===== src/rtl/ps2_key_decoder_if.sv =====
// ps2_key_decoder_if
//   Bundles the keyboard-side PS/2 lines and the decoded-key outputs of the
//   calculator front end.
//   ps2_clk   : raw PS/2 clock from the keyboard (asynchronous)
//   ps2_data  : raw PS/2 data from the keyboard (asynchronous)
//   key_code  : decoded calculator key, zero-extended 0-14, held between strobes
//   key_valid : one-cycle strobe marking a new key_code
//   frame_err : one-cycle strobe on a parity or stop-bit error
//   modport master : the decoder (consumes PS/2 lines, drives key outputs)
//   modport slave  : the keyboard/consumer side (the opposite directions)
interface ps2_key_decoder_if;
    logic        ps2_clk;
    logic        ps2_data;
    logic [10:0] key_code;
    logic        key_valid;
    logic        frame_err;

    modport master (
        input  ps2_clk,
        input  ps2_data,
        output key_code,
        output key_valid,
        output frame_err
    );

    modport slave (
        output ps2_clk,
        output ps2_data,
        input  key_code,
        input  key_valid,
        input  frame_err
    );
endinterface


===== src/rtl/ps2_key_decoder.sv =====
// ps2_key_decoder
//   Receives PS/2 scan-code-set-2 frames, strips break (F0) and extended (E0)
//   prefixes and translates make codes into calculator keys:
//   0-9 digits, 10 plus, 11 minus, 12 multiply, 13 divide, 14 enter.
//   clk : system clock
//   rst : synchronous, active-high reset
//   bus : ps2_key_decoder_if.master (PS/2 lines in, key_code/key_valid/frame_err out)
module ps2_key_decoder #(
    parameter int FILTER_LEN     = 8,
    parameter int TIMEOUT_CYCLES = 100000
) (
    input  logic                      clk,
    input  logic                      rst,
    ps2_key_decoder_if.master         bus
);

    localparam int         TW     = $clog2(TIMEOUT_CYCLES + 1);
    localparam logic [3:0] NO_KEY = 4'hF;

    typedef enum logic [1:0] {
        IDLE,
        DATA,
        PARITY,
        STOP
    } rx_state_t;

    logic [1:0]            clk_sync;
    logic [1:0]            data_sync;
    logic [FILTER_LEN-1:0] clk_hist;
    logic                  clk_filt;
    logic                  fall;
    logic                  rx_bit;

    rx_state_t   state_q, state_d;
    logic [2:0]  bit_cnt_q, bit_cnt_d;
    logic [7:0]  shift_q, shift_d;
    logic        parity_q, parity_d;
    logic [TW-1:0] tmo_q, tmo_d;
    logic        break_q, break_d;
    logic        ext_q, ext_d;
    logic [10:0] key_code_q, key_code_d;
    logic        key_valid_q, key_valid_d;
    logic        frame_err_q, frame_err_d;
    logic [3:0]  mapped;

    // Translate a make code into a calculator key; NO_KEY marks unmapped codes.
    function automatic logic [3:0] lookup(input logic [7:0] code, input logic extended);
        logic [3:0] key;
        key = NO_KEY;
        if (extended) begin
            case (code)
                8'h4A:   key = 4'd13;
                8'h5A:   key = 4'd14;
                default: key = NO_KEY;
            endcase
        end else begin
            case (code)
                8'h45, 8'h70: key = 4'd0;
                8'h16, 8'h69: key = 4'd1;
                8'h1E, 8'h72: key = 4'd2;
                8'h26, 8'h7A: key = 4'd3;
                8'h25, 8'h6B: key = 4'd4;
                8'h2E, 8'h73: key = 4'd5;
                8'h36, 8'h74: key = 4'd6;
                8'h3D, 8'h6C: key = 4'd7;
                8'h3E, 8'h75: key = 4'd8;
                8'h46, 8'h7D: key = 4'd9;
                8'h79:        key = 4'd10;
                8'h7B, 8'h4E: key = 4'd11;
                8'h7C:        key = 4'd12;
                8'h5A:        key = 4'd14;
                default:      key = NO_KEY;
            endcase
        end
        return key;
    endfunction

    // Bring both PS/2 lines into the clk domain, then debounce the clock line:
    // the filtered level only moves once FILTER_LEN consecutive samples agree,
    // so short glitches on ps2_clk never create an edge. Idle lines are high,
    // hence the all-ones reset values.
    always_ff @(posedge clk) begin
        if (rst) begin
            clk_sync  <= 2'b11;
            data_sync <= 2'b11;
            clk_hist  <= '1;
            clk_filt  <= 1'b1;
        end else begin
            clk_sync  <= {clk_sync[0], bus.ps2_clk};
            data_sync <= {data_sync[0], bus.ps2_data};
            clk_hist  <= {clk_hist[FILTER_LEN-2:0], clk_sync[1]};
            if (&clk_hist) begin
                clk_filt <= 1'b1;
            end else if (~|clk_hist) begin
                clk_filt <= 1'b0;
            end
        end
    end

    assign fall   = clk_filt & ~|clk_hist;
    assign rx_bit = data_sync[1];

    // Register all receiver/decoder state; the next values come from the
    // combinational block below.
    always_ff @(posedge clk) begin
        if (rst) begin
            state_q     <= IDLE;
            bit_cnt_q   <= '0;
            shift_q     <= '0;
            parity_q    <= 1'b0;
            tmo_q       <= '0;
            break_q     <= 1'b0;
            ext_q       <= 1'b0;
            key_code_q  <= '0;
            key_valid_q <= 1'b0;
            frame_err_q <= 1'b0;
        end else begin
            state_q     <= state_d;
            bit_cnt_q   <= bit_cnt_d;
            shift_q     <= shift_d;
            parity_q    <= parity_d;
            tmo_q       <= tmo_d;
            break_q     <= break_d;
            ext_q       <= ext_d;
            key_code_q  <= key_code_d;
            key_valid_q <= key_valid_d;
            frame_err_q <= frame_err_d;
        end
    end

    // Frame receiver plus byte decoder. Bits are only taken on filtered
    // falling edges. When the stop bit arrives the frame is checked and, if
    // good, the byte is decoded in the same cycle so key_valid appears on the
    // very next clk edge. A stalled frame is abandoned by the timeout without
    // touching the prefix flags, unlike a bad frame which clears them.
    always_comb begin
        state_d     = state_q;
        bit_cnt_d   = bit_cnt_q;
        shift_d     = shift_q;
        parity_d    = parity_q;
        tmo_d       = tmo_q;
        break_d     = break_q;
        ext_d       = ext_q;
        key_code_d  = key_code_q;
        key_valid_d = 1'b0;
        frame_err_d = 1'b0;
        mapped      = lookup(shift_q, ext_q);

        case (state_q)
            IDLE: begin
                if (fall && !rx_bit) begin
                    state_d   = DATA;
                    bit_cnt_d = '0;
                end
            end
            DATA: begin
                if (fall) begin
                    shift_d[bit_cnt_q] = rx_bit;
                    if (bit_cnt_q == 3'd7) begin
                        state_d = PARITY;
                    end else begin
                        bit_cnt_d = bit_cnt_q + 3'd1;
                    end
                end
            end
            PARITY: begin
                if (fall) begin
                    parity_d = rx_bit;
                    state_d  = STOP;
                end
            end
            STOP: begin
                if (fall) begin
                    state_d = IDLE;
                    if ((^{shift_q, parity_q}) && rx_bit) begin
                        if (shift_q == 8'hF0) begin
                            break_d = 1'b1;
                        end else if (shift_q == 8'hE0) begin
                            ext_d = 1'b1;
                        end else begin
                            if (!break_q && mapped != NO_KEY) begin
                                key_code_d  = {7'd0, mapped};
                                key_valid_d = 1'b1;
                            end
                            break_d = 1'b0;
                            ext_d   = 1'b0;
                        end
                    end else begin
                        frame_err_d = 1'b1;
                        break_d     = 1'b0;
                        ext_d       = 1'b0;
                    end
                end
            end
            default: begin
                state_d = IDLE;
            end
        endcase

        if (state_q == IDLE) begin
            tmo_d = '0;
        end else if (fall) begin
            tmo_d = '0;
        end else if (tmo_q == TW'(TIMEOUT_CYCLES - 1)) begin
            state_d = IDLE;
            tmo_d   = '0;
        end else begin
            tmo_d = tmo_q + TW'(1);
        end
    end

    assign bus.key_code  = key_code_q;
    assign bus.key_valid = key_valid_q;
    assign bus.frame_err = frame_err_q;

endmodule


===== src/flat_wrapper.sv =====
// flat-port wrapper written by rule: the top's interface ports become plain ports
module ps2_key_decoder_flat 
#(
    parameter int FILTER_LEN     = 8,
    parameter int TIMEOUT_CYCLES = 100000
)
  (clk, rst, bus_ps2_clk, bus_ps2_data, bus_key_code, bus_key_valid, bus_frame_err);
  ps2_key_decoder_if bus_i ();
  input  logic clk;
  input  logic rst;
  input wire logic [$bits(bus_i.ps2_clk)-1:0] bus_ps2_clk;
  input wire logic [$bits(bus_i.ps2_data)-1:0] bus_ps2_data;
  output wire logic [$bits(bus_i.key_code)-1:0] bus_key_code;
  output wire logic [$bits(bus_i.key_valid)-1:0] bus_key_valid;
  output wire logic [$bits(bus_i.frame_err)-1:0] bus_frame_err;
  assign bus_i.ps2_clk = bus_ps2_clk;
  assign bus_i.ps2_data = bus_ps2_data;
  assign bus_key_code = bus_i.key_code;
  assign bus_key_valid = bus_i.key_valid;
  assign bus_frame_err = bus_i.frame_err;
  ps2_key_decoder #(.FILTER_LEN(FILTER_LEN), .TIMEOUT_CYCLES(TIMEOUT_CYCLES)) u_core (.clk(clk), .rst(rst), .bus(bus_i));
endmodule

===== config.mk =====
export PLATFORM = sky130hd
export DESIGN_NAME = ps2_key_decoder_flat
export DESIGN_NICKNAME = d
export VERILOG_FILES = /design/src/rtl/ps2_key_decoder_if.sv /design/src/rtl/ps2_key_decoder.sv /design/src/flat_wrapper.sv
export SDC_FILE = /design/constraint.sdc
export NUM_CORES = 1
export LEC_CHECK = 0
export ABC_AREA = 0
export CAP_MARGIN = 30
export CELL_PAD_IN_SITES_DETAIL_PLACEMENT = 0
export CELL_PAD_IN_SITES_GLOBAL_PLACEMENT = 1
export CORE_MARGIN = 4
export CORE_UTILIZATION = 35
export CTS_BUF_LIST = sky130_fd_sc_hd__clkbuf_16
export DETAILED_ROUTE_END_ITERATION = 16
export MAX_ROUTING_LAYER = met4
export PLACE_DENSITY = 0.72
export SLEW_MARGIN = 20
export SYNTH_ARGS = -nofsm -noshare
export SYNTH_HDL_FRONTEND = slang
export SYNTH_SLANG_ARGS = --single-unit

===== constraint.sdc =====
create_clock -name clk -period 2.4 [get_ports clk]
set_input_delay 0.36 -clock clk [delete_from_list [all_inputs] [get_ports clk]]
set_output_delay 0.36 -clock clk [all_outputs]
set_load 0.01 [all_outputs]

==> results.toml, run 1 <==
[status]
status = "finished clean"

[cts]
holdBufCountCts = 0
insertion_delay_ps = 280
numCtsBuffers = 5
htree_levels = 2
path_clk_slew_ps = 70
cts.sinks = 52
clock_path_buffers = 2
cts_setup_buffers = 0
cts_tree = "done"
cts-root-buf = "clkbuf_16"

[global_route]
busiest_layer = "met2"
antenna_found_initial = 0
grt_max_degree = 36
grt_pass1_wl_um = 10500
grt_pass1_vias = 2303
met2_usage = 0.200
grt_overflow_total = 0
met3_usage = 0.0226
use_met1 = 0.174
grt_util_all_layers = 0.130

[logic_synthesis]
synthTopCellsByArea = "dfxtp_1, nor2_1, xor2_1"
syn_inst = 345
yosysSeqAreaShare = 0.364
avgSynthCellArea_um2 = 8.30
synth_cell_types = 61
ys_ff_latch = 52
netlist_area_mm2 = 0.00286
yosysTopAreaCell = "dfxtp_1"
synth_top_cell_area_share = 0.364
synth_common_cells = "nor2_1, dfxtp_1, nand2_1, nand3_1, or2_2"
synthArstFlopShare = 0
synth_flop_cell = "dfxtp_1"
synth_most_common_cell = "nor2_1"
yosysWarnings = 0
synth_edf_count = 0

[detailed_routing]
postRouteAntennaNets = 0
drt_iter0_markers = 94
wire_per_inst_um = 12.7
drcViolationCount = 0
wirelength_um = 5960
routed_via_density = 5.10
via_count = 2395
dr.pass1.iters = 4

[worst_setup_path]
crit_type = "register to register"
crit_fanout = 9
slowest_delay_ps = 580
arrival_ps = 2480
cpMaxStageDelayCell = "or4b_4"
endpoint_kind = "register"
crit_buf_inv = 0
required_ps = 2560
path_cells = "or2b_1 > nor2_1 > o2111a_1 > or4b_4 > o2111ai_2 > o21ai_2 > o31ai_4 > a221oi_2"
start_kind = "register"
cpLargestDelayFamily = "compound AO/OA/AOI/OAI gates"

[power_and_ir_drop]
ir_drop_uv = 322
p_leak_nw = 1.19
power_density_mw_per_mm2 = 468
finalPower_w = 0.00156

[timing]
rsz0062_at_grt = "true"
hold_ws_ps = 410
fin_skew_ps = 7.35
period_needed_ps = 2320
setup_violations = 0
post-route-period-util = 0.966
clock.fmax_mhz = 431
slew_violations = 0
worst_pin_slew_ps = 496
hold_viol = 0
slew_headroom = 0.667

[floorplan]
core-area_mm2 = 0.00785
die_width_um = 98.4
rows = 32
fp.dieH_um = 98.4
start_util = 0.365
die_area_mm2 = 0.00969
io_pins = 17

[finish]
fillers = 822
area_growth_syn_to_layout_pct = 16.3
drive_gt1_frac = 0.196
multiInputGateArea_mm2 = 0.00164
regArea_mm2 = 0.00105
layout.nets = 374
diodes = 0

[place]
hpwl_um = 4330
place_congestion = 0.879
port_buffers = 9

[min_path]
hp-class = "register to register"

[run]
maxCapViolations = 0
cells by family after synthesis:
| kind of cell | count (synthesis) | synth area share |
|---|---|---|
| flip-flops | 52 | 0.364 |
| multiplexers | 10 | 0.0350 |
| AO/OA/AOI/OAI | 47 | 0.124 |
| buffers and inverters | 42 | 0.0778 |
| XOR/XNOR | 23 | 0.0704 |
| adder cells (fa/ha/maj) | 3 | 0.0131 |
| other | 1 | 0.00131 |
| AND/OR/NAND/NOR | 167 | 0.315 |
cell type report:
| cell class | instances | share of cell area |
|---|---|---|
| clock buffer | 5 | 0.0376 |
| clock inverter | 3 | 0.00338 |
| inverter | 9 | 0.0102 |
| multi-input combinational | 257 | 0.493 |
| sequential | 52 | 0.316 |
| tap | 102 | 0.0383 |
| timing repair buffer | 42 | 0.102 |
layout by cell type, fill, tap and decap left out, types with 4 or more instances in the layout:
cell,n
a21oi_1,12
nand3_1,14
nand4_1,10
and3_1,5
dfxtp_2,5
mux2i_1,10
clkdlybuf4s50_1,9
nor3b_1,5
inv_1,11
o21ai_0,5
or2_2,13
nor2_1,53
xnor2_1,11
xor2_1,12
nand3b_1,7
conb_1,7
clkbuf_16,5
dfxtp_1,46
nand2_1,23
buf_4,33
a211oi_1,4
nor3_1,7
stage by stage:
step | worst slack (ps) | util | instances | setup TNS (ps) | cell area (um2)
after floorplan | 189 | - | 351 | 0 | 2890
after global placement | -78.4 | 0.403 | 462 | -192 | 3160
after detailed placement | -33.6 | 0.403 | 462 | -49.9 | 3160
after CTS | 38.8 | 0.422 | 470 | 0 | 3310
after global routing | -20.1 | 0.424 | 470 | -24.5 | 3330
final | 81.8 | 0.424 | 470 | 0 | 3330
timing repair:
action	CTS	global route
setup endpoints to repair	3	5
pin swaps	0	1
resized for setup	3	8
per-layer routing:
| metal | vias up | wire [um] | part of all wire |
|---|---|---|---|
| met5 | - | 0 | 0 |
| li1 | 1226 | - | - |
| met2 | 48 | 2670 | 0.45 |
| met4 | 0 | 102 | 0.017 |
| met3 | 11 | 182 | 0.031 |
| met1 | 1110 | 3000 | 0.50 |
state kept, by name (all words and copies together), names as in the netlist, 2 cells and up:
signal	count
u_core.clk_sync	2
u_core.shift_q	8
u_core.clk_hist	8
u_core.data_sync	2
u_core.bit_cnt_q	3
u_core.bus.key_code	4
u_core.state_q	2
u_core.tmo_q	17
path summary, 6_finish.rpt:
check / endpoint / cells after the start / from / slack (ps)
worst max-delay path: u_core.bus.key_code[3] / 8 / u_core.shift_q[1] / 80
worst min-delay path: u_core.data_sync[1] / 1 / u_core.data_sync[0] / 410
worst min register to register: u_core.data_sync[1] / 1 / u_core.data_sync[0] / 410
worst max register to register: u_core.bus.key_code[3] / 8 / u_core.shift_q[1] / 80
report_power, final:
part / switching [W] / internal (W) / total [W]
Combinational: 0.0000167 / 0.00000985 / 0.0000266
Clock: 0.000287 / 0.000375 / 0.000662
Sequential: 0.00000303 / 0.000866 / 0.000869
worst reg2reg max path: cells and delay by family, from the launching register on:
family	cells	cell delay, ps
AO/OA/AOI/OAI	5	980
flip-flops	1	380
AND/OR/NAND/NOR	3	840
No activity file was read; power rests on OpenSTA's default activity.
==> run 2: changes to the inputs <==
--- a/config.mk
+++ b/config.mk
@@ -5,11 +5,10 @@
 export SDC_FILE = /design/constraint.sdc
 export NUM_CORES = 1
 export LEC_CHECK = 0
-export ABC_AREA = 0
 export CAP_MARGIN = 30
 export CELL_PAD_IN_SITES_DETAIL_PLACEMENT = 0
 export CELL_PAD_IN_SITES_GLOBAL_PLACEMENT = 1
-export CORE_MARGIN = 4
+export CORE_MARGIN = 8
 export CORE_UTILIZATION = 35
 export CTS_BUF_LIST = sky130_fd_sc_hd__clkbuf_16
 export DETAILED_ROUTE_END_ITERATION = 16
==> run 2 against run 1 <==
Net effect: non-clock buffer count shrank 4; utilization down 1.4 points; critical path depth is 1 higher; via count shrank 1.0%; worst setup slack improved by 19 ps; first-iteration DRC count shrank 7.4%; highest routed layer unchanged.
==> results.toml, run 2 (synthesis results as in run 1) <==
[floorplan]
die_width_um = 106
core-area_mm2 = 0.00809
fp.dieH_um = 106
die_area_mm2 = 0.0113
rows = 33
io_pins = 17
start_util = 0.354

[global_route]
grt_max_degree = 36
grt_overflow_total = 0
antenna_found_initial = 0
grt_pass1_wl_um = 10600
grt_pass1_vias = 2278
grt_util_all_layers = 0.115

[finish]
largest_register_ffs = 17
fillers = 835
diodes = 0
biggestRegsByFlops = "u_core.tmo_q x17, u_core.clk_hist x8, u_core.shift_q x8"
final_cell_mix = "nor2_1, dfxtp_1, buf_4"
regMostFlops = "u_core.tmo_q"
drive_gt1_frac = 0.198
final_common_cell = "nor2_1"
layout.nets = 370
area_growth_syn_to_layout_pct = 15.9

[timing]
fin_tns_setup_ps = 0
clock.fmax_mhz = 435
slew_violations = 0
fin_skew_ps = 7.21
setup_violations = 0
rsz0062_at_grt = "false"
slew_headroom = 0.642
worst_pin_slew_ps = 533
hold_viol = 0
post-route-period-util = 0.958
layout_setup_ws_ps = 100
period_needed_ps = 2300
hold_ws_ps = 410

[status]
status = "finished clean"

[detailed_routing]
wire_per_inst_um = 13.2
via_count = 2371
dr.pass1.iters = 4
drcViolationCount = 0
drt_iter0_markers = 87
wirelength_um = 6190
postRouteAntennaNets = 0
routed_via_density = 5.06

[power_and_ir_drop]
swShare = 0.197
p_comb_frac = 0.017
p_leak_nw = 1.17
p_int_w = 0.00125
power_density_mw_per_mm2 = 471
pwr-share-seq = 0.556
clkPwrFrac = 0.427
p_switching_w = 0.000308
ir_drop_uv = 409

[cts]
htree_levels = 2
clock_path_buffers = 2
cts-root-buf = "clkbuf_16"
cts.sinks = 52
insertion_delay_ps = 290
numCtsBuffers = 5
path_clk_slew_ps = 60
cts_tree = "done"
holdBufCountCts = 0

[run]
maxCapViolations = 0

[worst_setup_path]
crit_type = "register to register"
required_ps = 2560
crit_fanout = 12
arrival_ps = 2460
start_kind = "register"
endpoint_kind = "register"

[place]
place_congestion = 0.872
place_ws_ps = -55.5
hpwl_um = 4420
port_buffers = 9

[min_path]
hp-class = "register to register"
-- run 2: changes by cell type in the layout (fill, tap and decap cells not counted) --
cell / before / now
buf_4: 33 / 29
clkinv_2: 0 / 2
dfxtp_1: 46 / 45
dfxtp_2: 5 / 6
inv_1: 11 / 9
nor3b_1: 5 / 6
nor3b_2: 2 / 0
nor3b_4: 0 / 1
o32ai_1: 2 / 1
o32ai_2: 0 / 1
or2b_1: 1 / 0
or2b_4: 0 / 1
-- run 2: timing repair --
action,4_1_cts,5_1_grt
hold endpoints to repair,0,0
pin swaps,0,3
resized for setup,1,13
setup buffers,0,1
endpoints found under the setup margin,4,5
-- run 2: per-stage QoR --
stage               total power, W  cell area [um2]  std cells   util
global placement          0.000916             3130        460  0.387
floorplan                 0.000916             2890        351      -
global route               0.00162             3320        469  0.410
detailed placement        0.000916             3130        460  0.387
CTS                        0.00159             3270        468  0.404
finish                     0.00156             3320        469  0.410
-- run 2: power groups by stage --
stage | sequential, W | clock, W | combinational (W)
6_report | 0.000869 | 0.000667 | 0.0000269
3_5_place_dp | 0.000889 | 0 | 0.0000264
3_3_place_gp | 0.000889 | 0 | 0.0000264
2_1_floorplan | 0.000887 | 0 | 0.0000283
5_1_grt | 0.000869 | 0.000720 | 0.0000303
4_1_cts | 0.000870 | 0.000694 | 0.0000266
-- run 2: layout make-up --
cell class | instances | area, um2 | share of cell area
well taps | 105 | 131 | 0.0396
repair buffers | 38 | 308 | 0.0928
clock buffers | 5 | 125 | 0.0377
clock inverters | 3 | 13.8 | 0.00415
flip-flops and latches | 52 | 1050 | 0.317
inverters | 9 | 33.8 | 0.0102
multi-input cells | 257 | 1650 | 0.498
-- run 2: final timing paths --
path,from,endpoint,slack [ps],depth (start not counted)
worst min-delay path,u_core.clk_sync[0],u_core.clk_sync[1],410,1
worst max-delay path,u_core.shift_q[2],u_core.bus.key_code[3],100,9
worst min register to register,u_core.clk_sync[0],u_core.clk_sync[1],410,1
worst max register to register,u_core.shift_q[2],u_core.bus.key_code[3],100,9
-- run 2: layer usage --
metal	GRT usage	up-vias	routed length, um
met5	-	-	0
met4	0.0583	0	185
met3	0.0194	18	189
met2	0.178	50	2780
met1	0.142	1082	3030
li1	-	1221	-
-- run 2: critical path: stages (launching register included) --
cell and delay, ps:
dfxtp_1 330, buf_4 180, nor4bb_1 440, a21oi_1 220
o41ai_2 130, nor4_2 100, a31oi_1 200, o22ai_2 140
o31ai_4 340, a221oi_2 90
==> run 3: changes to the inputs <==
--- a/config.mk
+++ b/config.mk
@@ -8,7 +8,7 @@
 export CAP_MARGIN = 30
 export CELL_PAD_IN_SITES_DETAIL_PLACEMENT = 0
 export CELL_PAD_IN_SITES_GLOBAL_PLACEMENT = 1
-export CORE_MARGIN = 8
+export CORE_MARGIN = 3
 export CORE_UTILIZATION = 35
 export CTS_BUF_LIST = sky130_fd_sc_hd__clkbuf_16
 export DETAILED_ROUTE_END_ITERATION = 16
==> run 3 against run 2 <==
Net effect: worst setup slack worse by 22 ps; non-clock buffer count is 11 higher; die area is 18% lower; largest cell class unchanged; largest power group is now the clock network.
==> results.toml, run 3 (synthesis results as in run 1) <==
[worst_setup_path]
crit_type = "register to register"
r2r_slack_ps = 80
cpMaxStageDelayCell = "o41ai_1"
slowest_delay_ps = 620
setup.worst_path.start = "u_core.shift_q[2]"
cpLargestDelayFamily = "compound AO/OA/AOI/OAI gates"
rr_startpoint = "u_core.shift_q[2]"
start_kind = "register"
crit_fanout = 4
crit_buf_inv = 1
r2r_cells = 8
endpoint_kind = "register"
arrival_ps = 2480
required_ps = 2560
path_cells = "or2b_2 > o41ai_1 > nor4_2 > a31oi_1 > o22ai_2 > buf_4 > o31ai_4 > a221oi_2"
r2r_end = "u_core.bus.key_code[3]"
cp_num_cells = 8
critPathCapture = "u_core.bus.key_code[3]"

[global_route]
grt_max_degree = 36
grt_overflow_total = 0
grt_pass1_wl_um = 10500
grt_util_all_layers = 0.144
antenna_found_initial = 0
grt_pass1_vias = 2301

[min_path]
hp-class = "register to register"
hp-start = "u_core.clk_sync[1]"

[finish]
biggestRegsByFlops = "u_core.tmo_q x17, u_core.clk_hist x8, u_core.shift_q x8"
largest_register_ffs = 17
final_cell_mix = "nor2_1, dfxtp_1, buf_4"
final_common_cell = "nor2_1"
diodes = 0
multiInputGateArea_mm2 = 0.00167
layout.nets = 381
area_growth_syn_to_layout_pct = 20.7
regMostFlops = "u_core.tmo_q"
drive_gt1_frac = 0.225
fillers = 811
regArea_mm2 = 0.00105

[timing]
worst_pin_slew_ps = 650
fin_skew_ps = 5.93
slew_headroom = 0.561
slew_violations = 0
post-route-period-util = 0.967
hold_viol = 0
rsz0062_at_grt = "true"
clock.fmax_mhz = 431
fin_tns_setup_ps = 0
setup_violations = 0
period_needed_ps = 2320

[power_and_ir_drop]
power_density_mw_per_mm2 = 517
finalPower_w = 0.00179
p_leak_nw = 1.25
ir_drop_uv = 333

[status]
status = "finished clean"

[cts]
insertion_delay_ps = 280
cts.sinks = 52
path_clk_slew_ps = 60
cts-root-buf = "clkbuf_16"
clock_path_buffers = 2
htree_levels = 2
holdBufCountCts = 0
cts_tree = "done"
numCtsBuffers = 5

[detailed_routing]
wirelength_um = 6030
postRouteAntennaNets = 0
dr.pass1.iters = 4
drcViolationCount = 0
via_count = 2380
drt_iter0_markers = 111
routed_via_density = 5.00
wire_per_inst_um = 12.7

[floorplan]
io_pins = 17
rows = 32
core-area_mm2 = 0.00785
fp.dieH_um = 96.4
die_width_um = 96.4
die_area_mm2 = 0.00930
start_util = 0.365

[place]
port_buffers = 9
place_congestion = 0.928
hpwl_um = 4310

[run]
maxCapViolations = 0
==> run 3: cell types whose count changed in the layout (fill, tap and decap cells not counted), sizes merged <==
cell | previous run | this run
clkinv | 3 | 0
buf | 29 | 40
bufinv | 0 | 2
==> run 3: worst min-delay path by stage <==
stage / endpoint / slack [ps] / depth (start not counted)
3_5_place_dp: u_core.clk_hist[0] / 390 / 1
5_1_grt: u_core.clk_hist[0] / 420 / 1
2_1_floorplan: u_core.clk_hist[0] / 390 / 1
4_1_cts: u_core.clk_hist[0] / 410 / 1
3_3_place_gp: u_core.clk_hist[0] / 390 / 1
6_report: u_core.clk_hist[0] / 410 / 1
==> run 3: where the power goes <==
group	leakage [nW]	internal (W)	switching, W
sequential	0.425	0.000865	0.00000299
combinational	0.731	0.00000984	0.0000167
clock	0.0899	0.000591	0.000300
total	1.25	0.00147	0.000320
==> run 3: metrics by stage <==
| stage | worst slack (ps) | hold slack [ps] | util | area (um2) | instances |
|---|---|---|---|---|---|
| after CTS | 8.99 | 409 | 0.433 | 3400 | 475 |
| after global routing | -27.5 | 420 | 0.440 | 3460 | 476 |
| after floorplan | 189 | 389 | - | 2890 | 351 |
| after global placement | -64.0 | 393 | 0.409 | 3210 | 468 |
| after detailed placement | -22.0 | 393 | 0.409 | 3210 | 468 |
| final | 78.5 | 407 | 0.440 | 3460 | 476 |
==> run 3: cell type report <==
| type | instances | area share |
|---|---|---|
| inverters | 9 | 0.00978 |
| clock inverters | 2 | 0.0174 |
| multi-input cells | 257 | 0.482 |
| flip-flops and latches | 52 | 0.305 |
| repair buffers | 49 | 0.113 |
| well taps | 102 | 0.0369 |
| clock buffers | 5 | 0.0362 |
==> run 3: what timing repair did <==
action | 4_1_cts | 5_1_grt
endpoints found under the setup margin | 3 | 5
endpoints found under the hold margin | 0 | 0
setup buffers | 0 | 1
gates resized for setup | 3 | 14
gates cloned | 0 | 0
pin swaps | 0 | 3
==> run 3: layer usage <==
| metal | GRT usage | vias to the layer above | wire length [um] | part of all wire |
|---|---|---|---|---|
| met1 | 0.194 | 1108 | 3120 | 0.52 |
| met2 | 0.216 | 24 | 2680 | 0.44 |
| met3 | 0.0225 | 8 | 114 | 0.019 |
| li1 | - | 1240 | - | - |
| met5 | - | - | 0 | 0 |
| met4 | 0.0596 | 0 | 115 | 0.019 |
==> run 3: worst reg2reg max path, stage by stage, from the launching register on <==
cell      delay (ps)
dfxtp_2          350
or2b_2           350
o41ai_1          620
nor4_2            90
a31oi_1          200
o22ai_2          110
buf_4            150
o31ai_4          240
a221oi_2          90
